**config.mk**
```make
export PLATFORM = sky130hd
export DESIGN_NAME = motoro3_commutator
export DESIGN_NICKNAME = d
export VERILOG_FILES = /design/src/rtl/motoro3_commutator_pkg.sv /design/src/rtl/motoro3_commutator_pwmgen.sv /design/src/rtl/motoro3_commutator.sv
export SDC_FILE = /design/constraint.sdc
export NUM_CORES = 1
export LEC_CHECK = 0
export ABC_AREA = 1
export ABC_CLOCK_PERIOD_IN_PS = 5200
export CAP_MARGIN = 20
export CORE_UTILIZATION = 60
export DETAILED_ROUTE_END_ITERATION = 6
export HOLD_SLACK_MARGIN = 0.03
export PLACE_DENSITY_LB_ADDON = 0.3
export SLEW_MARGIN = 20
export SYNTH_ARGS = -nofsm -noshare
export SYNTH_HDL_FRONTEND = slang
export SYNTH_SLANG_ARGS = --single-unit
```
**constraint.sdc**
```tcl
create_clock -name clk -period 5.2 [get_ports clk]
set_input_delay 1.04 -clock clk [delete_from_list [all_inputs] [get_ports clk]]
set_output_delay 1.04 -clock clk [all_outputs]
set_load 0.05 [all_outputs]
```
**src/rtl/motoro3_commutator_pkg.sv**
```systemverilog
// Shared definitions for the 3-phase commutator: FSM encodings, the
// six-step commutation table and the step-period floor.
package motoro3_defs;

   typedef enum logic [1:0] {
      ST_IDLE = 2'd0,
      ST_RAMP = 2'd1,
      ST_RUN  = 2'd2
   } m3_state_e;

   localparam logic [24:0] MIN_PERIOD = 25'd64;

   // Returns {hi[C,B,A], lo[C,B,A]} for a commutation step.
   function automatic logic [5:0] comm_pattern(input logic [2:0] idx);
      logic [5:0] pat;
      case (idx)
         3'd0:    pat = 6'b001_010;
         3'd1:    pat = 6'b001_100;
         3'd2:    pat = 6'b010_100;
         3'd3:    pat = 6'b010_001;
         3'd4:    pat = 6'b100_001;
         3'd5:    pat = 6'b100_010;
         default: pat = 6'b000_000;
      endcase
      return pat;
   endfunction

endpackage

```
**src/rtl/motoro3_commutator_pwmgen.sv**
```systemverilog
// PWM gate generator: free-running period counter with on-time computed
// from the duty percentage and saturated against the driver minimum pulse.
module motoro3_pwmgen
   import motoro3_defs::*;
(
   input  logic        clk,
   input  logic        nRst,
   input  logic        run,
   input  logic        restart,
   input  logic [11:0] pwm_len,
   input  logic [7:0]  pct,
   input  logic [11:0] min_mask,
   output logic        gate
);

   logic [11:0] p_in;
   logic [19:0] prod;
   logic [11:0] raw;
   logic [11:0] on_in;
   logic [11:0] p_q;
   logic [11:0] on_q;
   logic [11:0] cnt_q;

   // Pulses shorter than the mask are dropped; gaps shorter than it go full-on.
   function automatic logic [11:0] on_time_sat(input logic [11:0] p,
                                               input logic [11:0] r,
                                               input logic [11:0] mask);
      logic [11:0] res;
      if (r < mask)
         res = 12'd0;
      else if (({1'b0, r} + {1'b0, mask}) > {1'b0, p})
         res = p;
      else
         res = r;
      return res;
   endfunction

   always_comb begin
      p_in  = (pwm_len < 12'd2) ? 12'd2 : pwm_len;
      prod  = {8'd0, p_in} * {12'd0, pct};
      raw   = prod[19:8];
      on_in = on_time_sat(p_in, raw, min_mask);
   end

   always_ff @(posedge clk or negedge nRst) begin
      if (!nRst) begin
         cnt_q <= 12'd0;
         p_q   <= 12'd2;
         on_q  <= 12'd0;
      end else if (restart) begin
         cnt_q <= 12'd0;
         p_q   <= p_in;
         on_q  <= on_in;
      end else if (!run) begin
         cnt_q <= 12'd0;
         p_q   <= 12'd2;
         on_q  <= 12'd0;
      end else if (cnt_q >= p_q - 12'd1) begin
         cnt_q <= 12'd0;
         p_q   <= p_in;
         on_q  <= on_in;
      end else begin
         cnt_q <= cnt_q + 12'd1;
      end
   end

   assign gate = (cnt_q < on_q);

endmodule

```
**src/rtl/motoro3_commutator.sv**
```systemverilog
// Six-step commutation sequencer: soft-start step-rate ramp, dead time at
// every step boundary, PWM-gated high side and steady low side.
module motoro3_commutator
   import motoro3_defs::*;
#(
   parameter logic [24:0] START_PERIOD = 25'd1_666_667,
   parameter int unsigned RAMP_SHIFT   = 4,
   parameter int unsigned DEAD_CLK     = 8
) (
   input  logic        clk,
   input  logic        nRst,
   input  logic        m3c_enable,
   input  logic [24:0] m3r_stepCNT_speedSET,
   input  logic [7:0]  m3r_power_percent,
   input  logic [11:0] m3r_pwmLenWant,
   input  logic [11:0] m3r_pwmMinMask,
   output logic [2:0]  m3c_hiOn,
   output logic [2:0]  m3c_loOn,
   output logic [2:0]  m3c_stepIdx,
   output logic        m3c_stepPulse,
   output logic        m3c_running
);

   localparam logic [7:0] DEAD_LD = 8'(DEAD_CLK);

   m3_state_e   state, state_nx;
   logic [24:0] cur_period, cur_nx;
   logic [24:0] step_cnt;
   logic [24:0] tgt, start_per, ramp_raw, ramp_nx;
   logic [7:0]  dead_cnt, dead_nx;
   logic [2:0]  step_idx, hi_pat, lo_pat;
   logic [2:0]  hi_q, lo_q;
   logic        pulse_q;
   logic        active, wrap, entering, pwm_restart, pwm_gate;

   always_comb begin
      tgt       = (m3r_stepCNT_speedSET < MIN_PERIOD) ? MIN_PERIOD : m3r_stepCNT_speedSET;
      start_per = (START_PERIOD > tgt) ? START_PERIOD : tgt;
      ramp_raw  = cur_period - (cur_period >> RAMP_SHIFT);
      ramp_nx   = (ramp_raw < tgt) ? tgt : ramp_raw;
      active    = (state != ST_IDLE);
      wrap      = active && (step_cnt == cur_period - 25'd1);
      dead_nx   = (dead_cnt != 8'd0) ? dead_cnt - 8'd1 : 8'd0;
      {hi_pat, lo_pat} = comm_pattern(step_idx);
   end

   // The target is only consulted on a wrap, so mid-step changes wait for the boundary.
   always_comb begin
      state_nx = state;
      cur_nx   = cur_period;
      case (state)
         ST_IDLE: begin
            if (m3c_enable) begin
               state_nx = ST_RAMP;
               cur_nx   = start_per;
            end
         end
         ST_RAMP, ST_RUN: begin
            if (!m3c_enable) begin
               state_nx = ST_IDLE;
               cur_nx   = START_PERIOD;
            end else if (wrap) begin
               if ((state == ST_RAMP) || (tgt < cur_period)) begin
                  cur_nx   = ramp_nx;
                  state_nx = (ramp_nx == tgt) ? ST_RUN : ST_RAMP;
               end else begin
                  cur_nx = tgt;
               end
            end
         end
         default: begin
            state_nx = ST_IDLE;
            cur_nx   = START_PERIOD;
         end
      endcase
   end

   assign entering    = (state == ST_IDLE) && (state_nx == ST_RAMP);
   assign pwm_restart = (state_nx == ST_RAMP) && (state != ST_RAMP);

   always_ff @(posedge clk or negedge nRst) begin
      if (!nRst) begin
         state      <= ST_IDLE;
         cur_period <= START_PERIOD;
      end else begin
         state      <= state_nx;
         cur_period <= cur_nx;
      end
   end

   // Dead time lives inside the step: the drive returns once dead_cnt reaches 0.
   always_ff @(posedge clk or negedge nRst) begin
      if (!nRst) begin
         step_cnt <= 25'd0;
         step_idx <= 3'd0;
         dead_cnt <= 8'd0;
         pulse_q  <= 1'b0;
         hi_q     <= 3'b000;
         lo_q     <= 3'b000;
      end else if (state_nx == ST_IDLE) begin
         step_cnt <= 25'd0;
         step_idx <= 3'd0;
         dead_cnt <= 8'd0;
         pulse_q  <= 1'b0;
         hi_q     <= 3'b000;
         lo_q     <= 3'b000;
      end else if (entering) begin
         step_cnt <= 25'd0;
         step_idx <= 3'd0;
         dead_cnt <= DEAD_LD;
         pulse_q  <= 1'b0;
         hi_q     <= 3'b000;
         lo_q     <= 3'b000;
      end else if (wrap) begin
         step_cnt <= 25'd0;
         step_idx <= (step_idx == 3'd5) ? 3'd0 : step_idx + 3'd1;
         dead_cnt <= DEAD_LD;
         pulse_q  <= 1'b1;
         hi_q     <= 3'b000;
         lo_q     <= 3'b000;
      end else begin
         step_cnt <= step_cnt + 25'd1;
         dead_cnt <= dead_nx;
         pulse_q  <= 1'b0;
         if (dead_nx == 8'd0) begin
            hi_q <= hi_pat & {3{pwm_gate}};
            lo_q <= lo_pat;
         end else begin
            hi_q <= 3'b000;
            lo_q <= 3'b000;
         end
      end
   end

   motoro3_pwmgen u_pwm (
      .clk      (clk),
      .nRst     (nRst),
      .run      (active),
      .restart  (pwm_restart),
      .pwm_len  (m3r_pwmLenWant),
      .pct      (m3r_power_percent),
      .min_mask (m3r_pwmMinMask),
      .gate     (pwm_gate)
   );

   assign m3c_hiOn      = hi_q;
   assign m3c_loOn      = lo_q;
   assign m3c_stepIdx   = step_idx;
   assign m3c_stepPulse = pulse_q;
   assign m3c_running   = active;

endmodule

```
==> results of run 1 <==
-- state kept, by name, summed over array words and instances, names as in the netlist --
register	count
cur_period	25
step_cnt	25
u_pwm.cnt_q	12
u_pwm.on_q	12
u_pwm.p_q	12
dead_cnt	8
m3c_hiOn	3
m3c_loOn	3
m3c_stepIdx	3
state	2
m3c_stepPulse	1
-- synthesized netlist by cell type (10+ instances only) --
master / number
sky130_fd_sc_hd__o211ai_1: 12
sky130_fd_sc_hd__nor2_4: 36
sky130_fd_sc_hd__clkbuf_1: 53
sky130_fd_sc_hd__a31oi_1: 16
sky130_fd_sc_hd__or2_2: 11
sky130_fd_sc_hd__xor2_1: 78
sky130_fd_sc_hd__inv_2: 10
sky130_fd_sc_hd__nand3_1: 141
sky130_fd_sc_hd__nor4_1: 11
sky130_fd_sc_hd__nor3_1: 37
sky130_fd_sc_hd__ha_1: 177
sky130_fd_sc_hd__dfstp_2: 14
sky130_fd_sc_hd__xnor2_1: 23
sky130_fd_sc_hd__fa_1: 61
sky130_fd_sc_hd__o21ai_0: 81
sky130_fd_sc_hd__inv_1: 420
sky130_fd_sc_hd__nor2_1: 165
sky130_fd_sc_hd__nand2_1: 542
sky130_fd_sc_hd__nand4_1: 53
sky130_fd_sc_hd__o22ai_1: 12
sky130_fd_sc_hd__a21oi_1: 128
sky130_fd_sc_hd__dfrtp_1: 92
-- worst max path at each step --
| stage | from | to | slack (ns) | cells past startpoint |
|---|---|---|---|---|
| 6_report | m3r_power_percent[7] | u_pwm.on_q[4]$_DFFE_PN0P_ | -3.69 | 38 |
| 5_1_grt | m3r_power_percent[7] | u_pwm.on_q[0]$_DFFE_PN0P_ | -3.71 | 38 |
| 4_1_cts | m3r_pwmLenWant[10] | u_pwm.on_q[11]$_DFFE_PN0P_ | -2.26 | 44 |
| 3_5_place_dp | m3r_pwmLenWant[7] | u_pwm.on_q[5]$_DFFE_PN0P_ | -3.36 | 42 |
| 3_3_place_gp | m3r_pwmLenWant[9] | u_pwm.on_q[3]$_DFFE_PN0P_ | -3.19 | 42 |
| 2_1_floorplan | m3r_pwmLenWant[9] | u_pwm.on_q[5]$_DFFE_PN0P_ | -2.37 | 42 |
-- layer usage --
layer  part of all wire  GRT usage  up-vias
li1                   -          -     8016
met1               0.32      0.455     8383
met2               0.44      0.731     1545
met3               0.13     0.0909      631
met4               0.10      0.322        8
met5             0.0025          0        -
-- through the flow --
stage	cells	hold WS (ns)	utilization	instance area [um2]
4_1_cts	2933	0.486	0.765	19300
3_5_place_dp	2847	0.465	0.719	18200
2_1_floorplan	2295	0.442	-	15700
3_3_place_gp	2847	0.461	0.719	18200
5_1_grt	2967	0.524	0.813	20500
6_report	2970	0.485	0.813	20500
-- worst max-delay path, delay by kind of cell --
kind,cells,cell delay (ns)
AOI/OAI and AO/OA,4,0.75
and+or+nand+nor,19,2.96
buffers and inverters,9,1.45
adders and majority gates,6,2.94
-- timing repair --
item                       in CTS  in global routing
pin swaps                      72                 84
gates cloned                    1                  5
gates resized for setup       126                192
setup buffers                  69                 29
hold buffers                    0                  0
setup endpoints to repair      12                 81
-- cell families after synthesis --
| group | share of synthesized area |
|---|---|
| AOI/OAI and AO/OA | 0.111 |
| DFF | 0.172 |
| adders and majority gates | 0.221 |
| buffers and inverters | 0.129 |
| and+or+nand+nor | 0.310 |
| xor gates and xnor gates | 0.0570 |
-- layout make-up --
| type | instances | area, um2 | share of cell area |
|---|---|---|---|
| inverter | 435 | 1660 | 0.0810 |
| clock buffer | 10 | 229 | 0.0111 |
| clock inverter | 6 | 108 | 0.00524 |
| tap | 330 | 413 | 0.0201 |
| antenna | 3 | 7.51 | 0.000365 |
| multi-input combinational | 1682 | 12000 | 0.585 |
| sequential | 106 | 2670 | 0.130 |
| timing repair buffer | 398 | 3420 | 0.167 |
==> run summary, run 1 <==
The flow ran to the end, but the final reports show violations. The checks that failed: DRC, setup timing. The vertical die dimension is between 150 and 200 um. In the layout the commonest cells are sky130_fd_sc_hd__nand2_1, sky130_fd_sc_hd__inv_1, sky130_fd_sc_hd__buf_4. The worst hold path terminates at u_pwm.on_q[1]$_DFFE_PN0P_. The initial utilization of the core area, before any placement, comes to 0.615. The actual slew at the worst max-slew pin is between 0.9 and 1 ns. The count of warnings emitted by yosys is 0. The number of global-route vias before repair is approximately 17000. The worst setup path is launched from an input port. Setup repair after global routing could not meet its margin everywhere. The initial antenna violation count came out at 6. The clock buffer count from CTS came out at 9.

For flop-to-flop paths, the worst setup slack is ~0.070 ns. The number of storage elements in the synthesis netlist is 106. The most common cell after layout, fill and taps aside is sky130_fd_sc_hd__nand2_1. After layout, the minimum clock period comes to 8.89 ns. Clock tree synthesis found a total of 106 sinks. In the final routed layout, each cell accounts on average for between 20 and 25 um.

The final layout contains routed wiring with a total length of about 67000 um. By startpoint and endpoint, the worst setup path is classified as in2reg. The maximum net fanout on the critical path came out at 5. The full die area is ~27000 um2. In the synthesized netlist the dominant register cell turns out to be sky130_fd_sc_hd__dfrtp_1. The pre-CTS setup slack is -3.36 ns. The floorplan core area came out at around 25000 um2. The most numerous cell type found on the critical path is sky130_fd_sc_hd__nand2_1. The detailed-placement wirelength estimate is between 30000 and 40000 um.

The global routing usage summed across all routing layers is 0.424. The sequential fraction of the synthesis area came out at 0.172. Clock-pin slew was measured on the worst setup and hold paths at 0.08 ns. The clock arrives with ~0.014 ns of skew. The setup TNS is -42.91 ns. The starting DRC count in detailed routing is 2713. The delay of the slowest cell on the worst path is 0.70 ns.

Summing over every cut layer, the via total after detailed routing is between 15000 and 20000. Setup violations remaining at the end of the flow were counted as 12. The fraction of final layout cells with drive strength greater than 1 is 0.257. The worst setup path is captured at a register. Data on the critical path arrives at its endpoint at roughly 9 ns.

In this run the number of H-tree levels came out at 3. The tightest min-delay check is of the reg2reg type. The post-synthesis instance total is approximately 2300.

The number of nets in the layout came out at ~2900. Summing every instance area after synthesis gives ~16000 um2. The number of endpoints with negative hold slack in the final report came out at 0. The cell row count came out at between 50 and 60.

The number of fillers in the final layout came out at 1623. The post-synthesis cell type with the largest combined area is sky130_fd_sc_hd__dfrtp_1. The pin count of the biggest net entering global routing is 69. Clock tree synthesis selected as its root buffer the cell sky130_fd_sc_hd__clkbuf_16.

The CTS tree is yes. The floorplan step set the die width to between 150 and 200 um. The post-detailed-route DRC marker count is 12. The number of buffers between clock root and the deepest sink came out at 2. The congestion estimate from routability-driven global placement came to a little under 1. The startpoint of the tightest hold check path is u_pwm.on_q[1]$_DFFE_PN0P_. The clock network latency to the later pin of the worst-skew pair came out at about 0.37 ns. During I/O placement, the number of pins put on the boundary was 71. The max-slew headroom at the worst pin came out at 0.357. The slowest stage of the critical path is the sky130_fd_sc_hd__fa_2 cell.

The first global-routing pass estimated between 80000 and 90000 um of wire. The count of nets left with antenna violations after detail routing is 0. The minimum setup slack in the final design is -3.69 ns. For this run, asynchronously set or reset flops after synthesis account for 1.00. The synthesis-to-finish area growth is 32.3%. Of the available clock period, the critical path in the final layout requires 1.71. The max-capacitance violation count came out at 0. By area the synthesized netlist is led by sky130_fd_sc_hd__dfrtp_1, sky130_fd_sc_hd__ha_1, sky130_fd_sc_hd__nand2_1, sky130_fd_sc_hd__inv_1, sky130_fd_sc_hd__fa_1.

The synthesized area per cell came out at between 6 and 7 um2. The startpoint identified for the worst register-to-register timing path is cur_period[11]$_DFFE_PN1P_. The per-cell via count in the routed design came out at ~6.3. The required time at the worst-slack endpoint came out at 5.51 ns. The iteration count of the initial detailed-routing pass came out at 7.

The endpoint identified for the worst register-to-register timing path is u_pwm.p_q[7]$_DFFE_PN0P_. The number of buffers inserted by port buffering is 70. The number of cells on the worst reg-to-reg path is 33. For this run the aggregate overflow at the end of global routing stands at 0. The area share of the largest cell type after synthesis came out at 0.148.

The worst hold path stage count is 2. The max-slew violation count was 0. The count of different cell masters after synthesis came out at 60.

The highest attainable clock frequency is around 0.11 GHz. The number of nets in the synthesized netlist is ~2600. In this run, synthesis inferred 0 flip-flops with an integrated enable.
Power of run 1 is not shown: default switching activity piles up to over one toggle a cycle in this logic, so the estimate is an artifact.
==> run 2: changes to the inputs <==
--- a/config.mk
+++ b/config.mk
@@ -10,6 +10,8 @@
 export CAP_MARGIN = 20
 export CORE_UTILIZATION = 60
 export DETAILED_ROUTE_END_ITERATION = 6
+export DONT_BUFFER_PORTS = 1
+export GPL_ROUTABILITY_DRIVEN = 0
 export HOLD_SLACK_MARGIN = 0.03
 export PLACE_DENSITY_LB_ADDON = 0.3
 export SLEW_MARGIN = 20
==> run 2 against run 1 <==
  * Worst setup slack gained 1.3 ns
  * The run still ends with DRC, setup timing left
  * Cell area shrank 11%
  * Register-to-register slack is essentially flat
  * Final cell count shrank 7.4%
  * Largest cell class unchanged
  * Global-route usage shrank 6.9 points
  * Clock skew grew 0.0026 ns
  * Core utilization shrank 8.8 points
==> run summary, run 2 (same netlist as run 1, synthesis figures left out) <==
The iteration count of the initial detailed-routing pass was 7 (unchanged). The actual slew at the worst max-slew pin came to 1.12 ns (+0.155 ns). The final count of negative-setup-slack endpoints is 12 (unchanged). The CTS H-tree depth came out at 3 (unchanged). TritonCTS built the clock tree. The pin count of the biggest net entering global routing came out at 107 (+55%). The total detailed-routing wirelength is 49800 um (-26%). The clock buffer count from CTS is 9 (unchanged).

The tree is rooted in a sky130_fd_sc_hd__clkbuf_16. The worst setup skew after layout is 0.0170 ns (+0.00262 ns). In the layout the commonest cells are sky130_fd_sc_hd__nand2_1, sky130_fd_sc_hd__inv_1, sky130_fd_sc_hd__buf_4. Counting stages on the worst path, the most repeated cell is sky130_fd_sc_hd__nand2_2.

The post-detailed-route DRC marker count came to 1 (-11). The most common cell after layout, fill and taps aside is sky130_fd_sc_hd__nand2_1. The average routed wire per standard cell is 18.1 um (-20%). The number of buffers inserted by port buffering was 0 (-100%). The portion of the clock cycle consumed by the worst path in the final layout came out at 1.45 (-0.256). The floorplan core area was 25300 um2 (unchanged). The required time at the worst-slack endpoint is 5.46 ns (-0.05 ns). The number of endpoints with negative hold slack in the final report is 0 (unchanged). The utilization of the core after routing is 0.726 (-0.0879). The full die area is 26500 um2 (unchanged). The TritonCTS sink count is 106 (unchanged). The antenna cell count is 0 (-3).

The detailed-placement wirelength estimate is 36500 um (-8.1%). The effective utilization at floorplan came out at 0.615 (unchanged). The setup TNS is -27.53 ns (+15.37 ns).

The max-capacitance violation count is 0 (unchanged). The per-cell via count in the routed design is 5.98 (-4.4%). Relative to the synthesized area, the layout overhead comes to 18.0%. The number of nets in the layout is 2713 (-7.4%). The count of nets left with antenna violations after detail routing was 0 (unchanged). The number of top-level design ports is 71 (unchanged).

The kind of end point of the critical path is a register. The delay of the slowest cell on the worst path came out at 0.56 ns (-0.14 ns). The maximum net fanout on the critical path is 11 (+6). The total global routing overflow came to 0 (unchanged). The number of buffers between clock root and the deepest sink is 2 (unchanged).

The number of global-route vias before repair came out at 15799 (-8.7%). The pre-CTS setup slack came out at -2.82 ns (+0.542 ns). The time the worst path needs with I/O delays and setup is 7.55 ns (-1.33 ns). The largest registers in the layout are cur_period x25, step_cnt x25. The footprint of the flip-flops and latches is 2670 um2 (about the same).

The checks that failed: DRC, setup timing. The starting DRC count in detailed routing came out at 1741 (-36%). The fraction of final layout cells with drive strength greater than 1 came out at 0.191 (-0.0662).

The total number of vias is 16441 (-12%). The first-pass GRT wire length is 74700 um (-15%). The number of fillers in the final layout is 1944 (+20%). The highest attainable clock frequency came out at 0.132 GHz (+18%). Setup repair after global routing could not meet its margin everywhere.

The global routing usage summed across all routing layers came out at 0.355 (-0.0691). The overall die width is 163 um (unchanged). The minimum setup slack in the final design is -2.35 ns (+1.33 ns).

The path category of the worst min-delay check is in2async. The area taken by multi-input logic gates is 11700 um2 (-2.7%). The clock slew seen by the registers of the worst setup and hold paths is 0.08 ns (about the same). The max-slew headroom at the worst pin was 0.254 (-0.103). The endpoint arrival time on the critical path is 7.82 ns (-1.37 ns). The max-slew violation count is 0 (unchanged). The cell row count came out at 58 (unchanged). The clock network latency to the later pin of the worst-skew pair is 0.37 ns (about the same). The run finished, with violations left. The worst setup path is launched from an input port. The cell type of the slowest stage on the worst timing path is sky130_fd_sc_hd__fa_1. The vertical die dimension came to 163 um (unchanged). The initial antenna violation count came out at 0 (-6).

The setup path with the least slack is of type in2reg.
## run 2: cell count changes in the layout (fill, tap and decap cells not counted), moves of 5 or more
cell	previous run	this run
sky130_fd_sc_hd__inv_2	24	19
sky130_fd_sc_hd__a21oi_1	96	104
sky130_fd_sc_hd__dlygate4sd2_1	6	0
sky130_fd_sc_hd__nand2_2	45	35
sky130_fd_sc_hd__nand2_1	497	508
sky130_fd_sc_hd__a21oi_2	31	20
sky130_fd_sc_hd__buf_6	15	9
sky130_fd_sc_hd__buf_4	303	159
sky130_fd_sc_hd__ha_1	144	155
sky130_fd_sc_hd__inv_1	398	404
sky130_fd_sc_hd__nand3_1	125	130
sky130_fd_sc_hd__ha_4	30	17
sky130_fd_sc_hd__clkdlybuf4s50_1	51	0
## run 2: timing repair
item | 4_1_cts | 5_1_grt
endpoints found under the setup margin | 20 | 79
pin swaps | 57 | 67
endpoints found under the hold margin | 0 | 0
setup buffers | 14 | 19
cloned | 1 | 7
resized for setup | 51 | 145
hold buffers | 0 | 0
## run 2: path summary, 6_finish.rpt
kind	start	endpoint	slack [ns]	depth (start not counted)
worst max register to register	cur_period[19]$_DFFE_PN1P_	u_pwm.p_q[9]$_DFFE_PN0P_	0.07	31
worst min register to register	u_pwm.p_q[0]$_DFFE_PN0P_	u_pwm.p_q[0]$_DFFE_PN0P_	0.49	2
max in group asynchronous	nRst	u_pwm.p_q[1]$_DFFE_PN1P_	4.59	0
worst min-delay path	nRst	cur_period[24]$_DFFE_PN0P_	0.36	0
min in group clk	u_pwm.p_q[0]$_DFFE_PN0P_	u_pwm.p_q[0]$_DFFE_PN0P_	0.49	2
worst max-delay path	m3r_pwmLenWant[5]	u_pwm.on_q[11]$_DFFE_PN0P_	-2.35	44
## run 2: area by class of cell
| type | count | share of cell area |
|---|---|---|
| multi-input combinational | 1683 | 0.639 |
| sequential | 106 | 0.146 |
| inverter | 435 | 0.0916 |
| timing repair buffer | 180 | 0.0854 |
| tap | 330 | 0.0225 |
| clock buffer | 10 | 0.0125 |
| clock inverter | 6 | 0.00307 |
## run 2: metal layers
layer	part of all wire	track usage	vias to the layer above
met5	0	0	-
met4	0.075	0.238	0
met3	0.079	0.0555	297
met2	0.48	0.617	944
met1	0.36	0.401	7614
li1	-	-	7586
## run 2: worst max-delay path: cells and delay by family
family,cells,cell delay (ns)
buffers and inverters,6,0.47
AO/OA/AOI/OAI,8,1.21
XOR/XNOR,2,0.34
adder cells (fa/ha/maj),7,2.49
AND/OR/NAND/NOR,21,2.27
## run 2: stage by stage
step                      hold WS, ns  cell area (um2)  cells
after floorplan                 0.442            15700   2295
after global placement          0.469            16800   2693
after detailed placement        0.464            16800   2693
after CTS                       0.355            17400   2724
after global routing            0.351            18300   2750
final                           0.359            18300   2750
Power of run 2 is left out for the same reason.
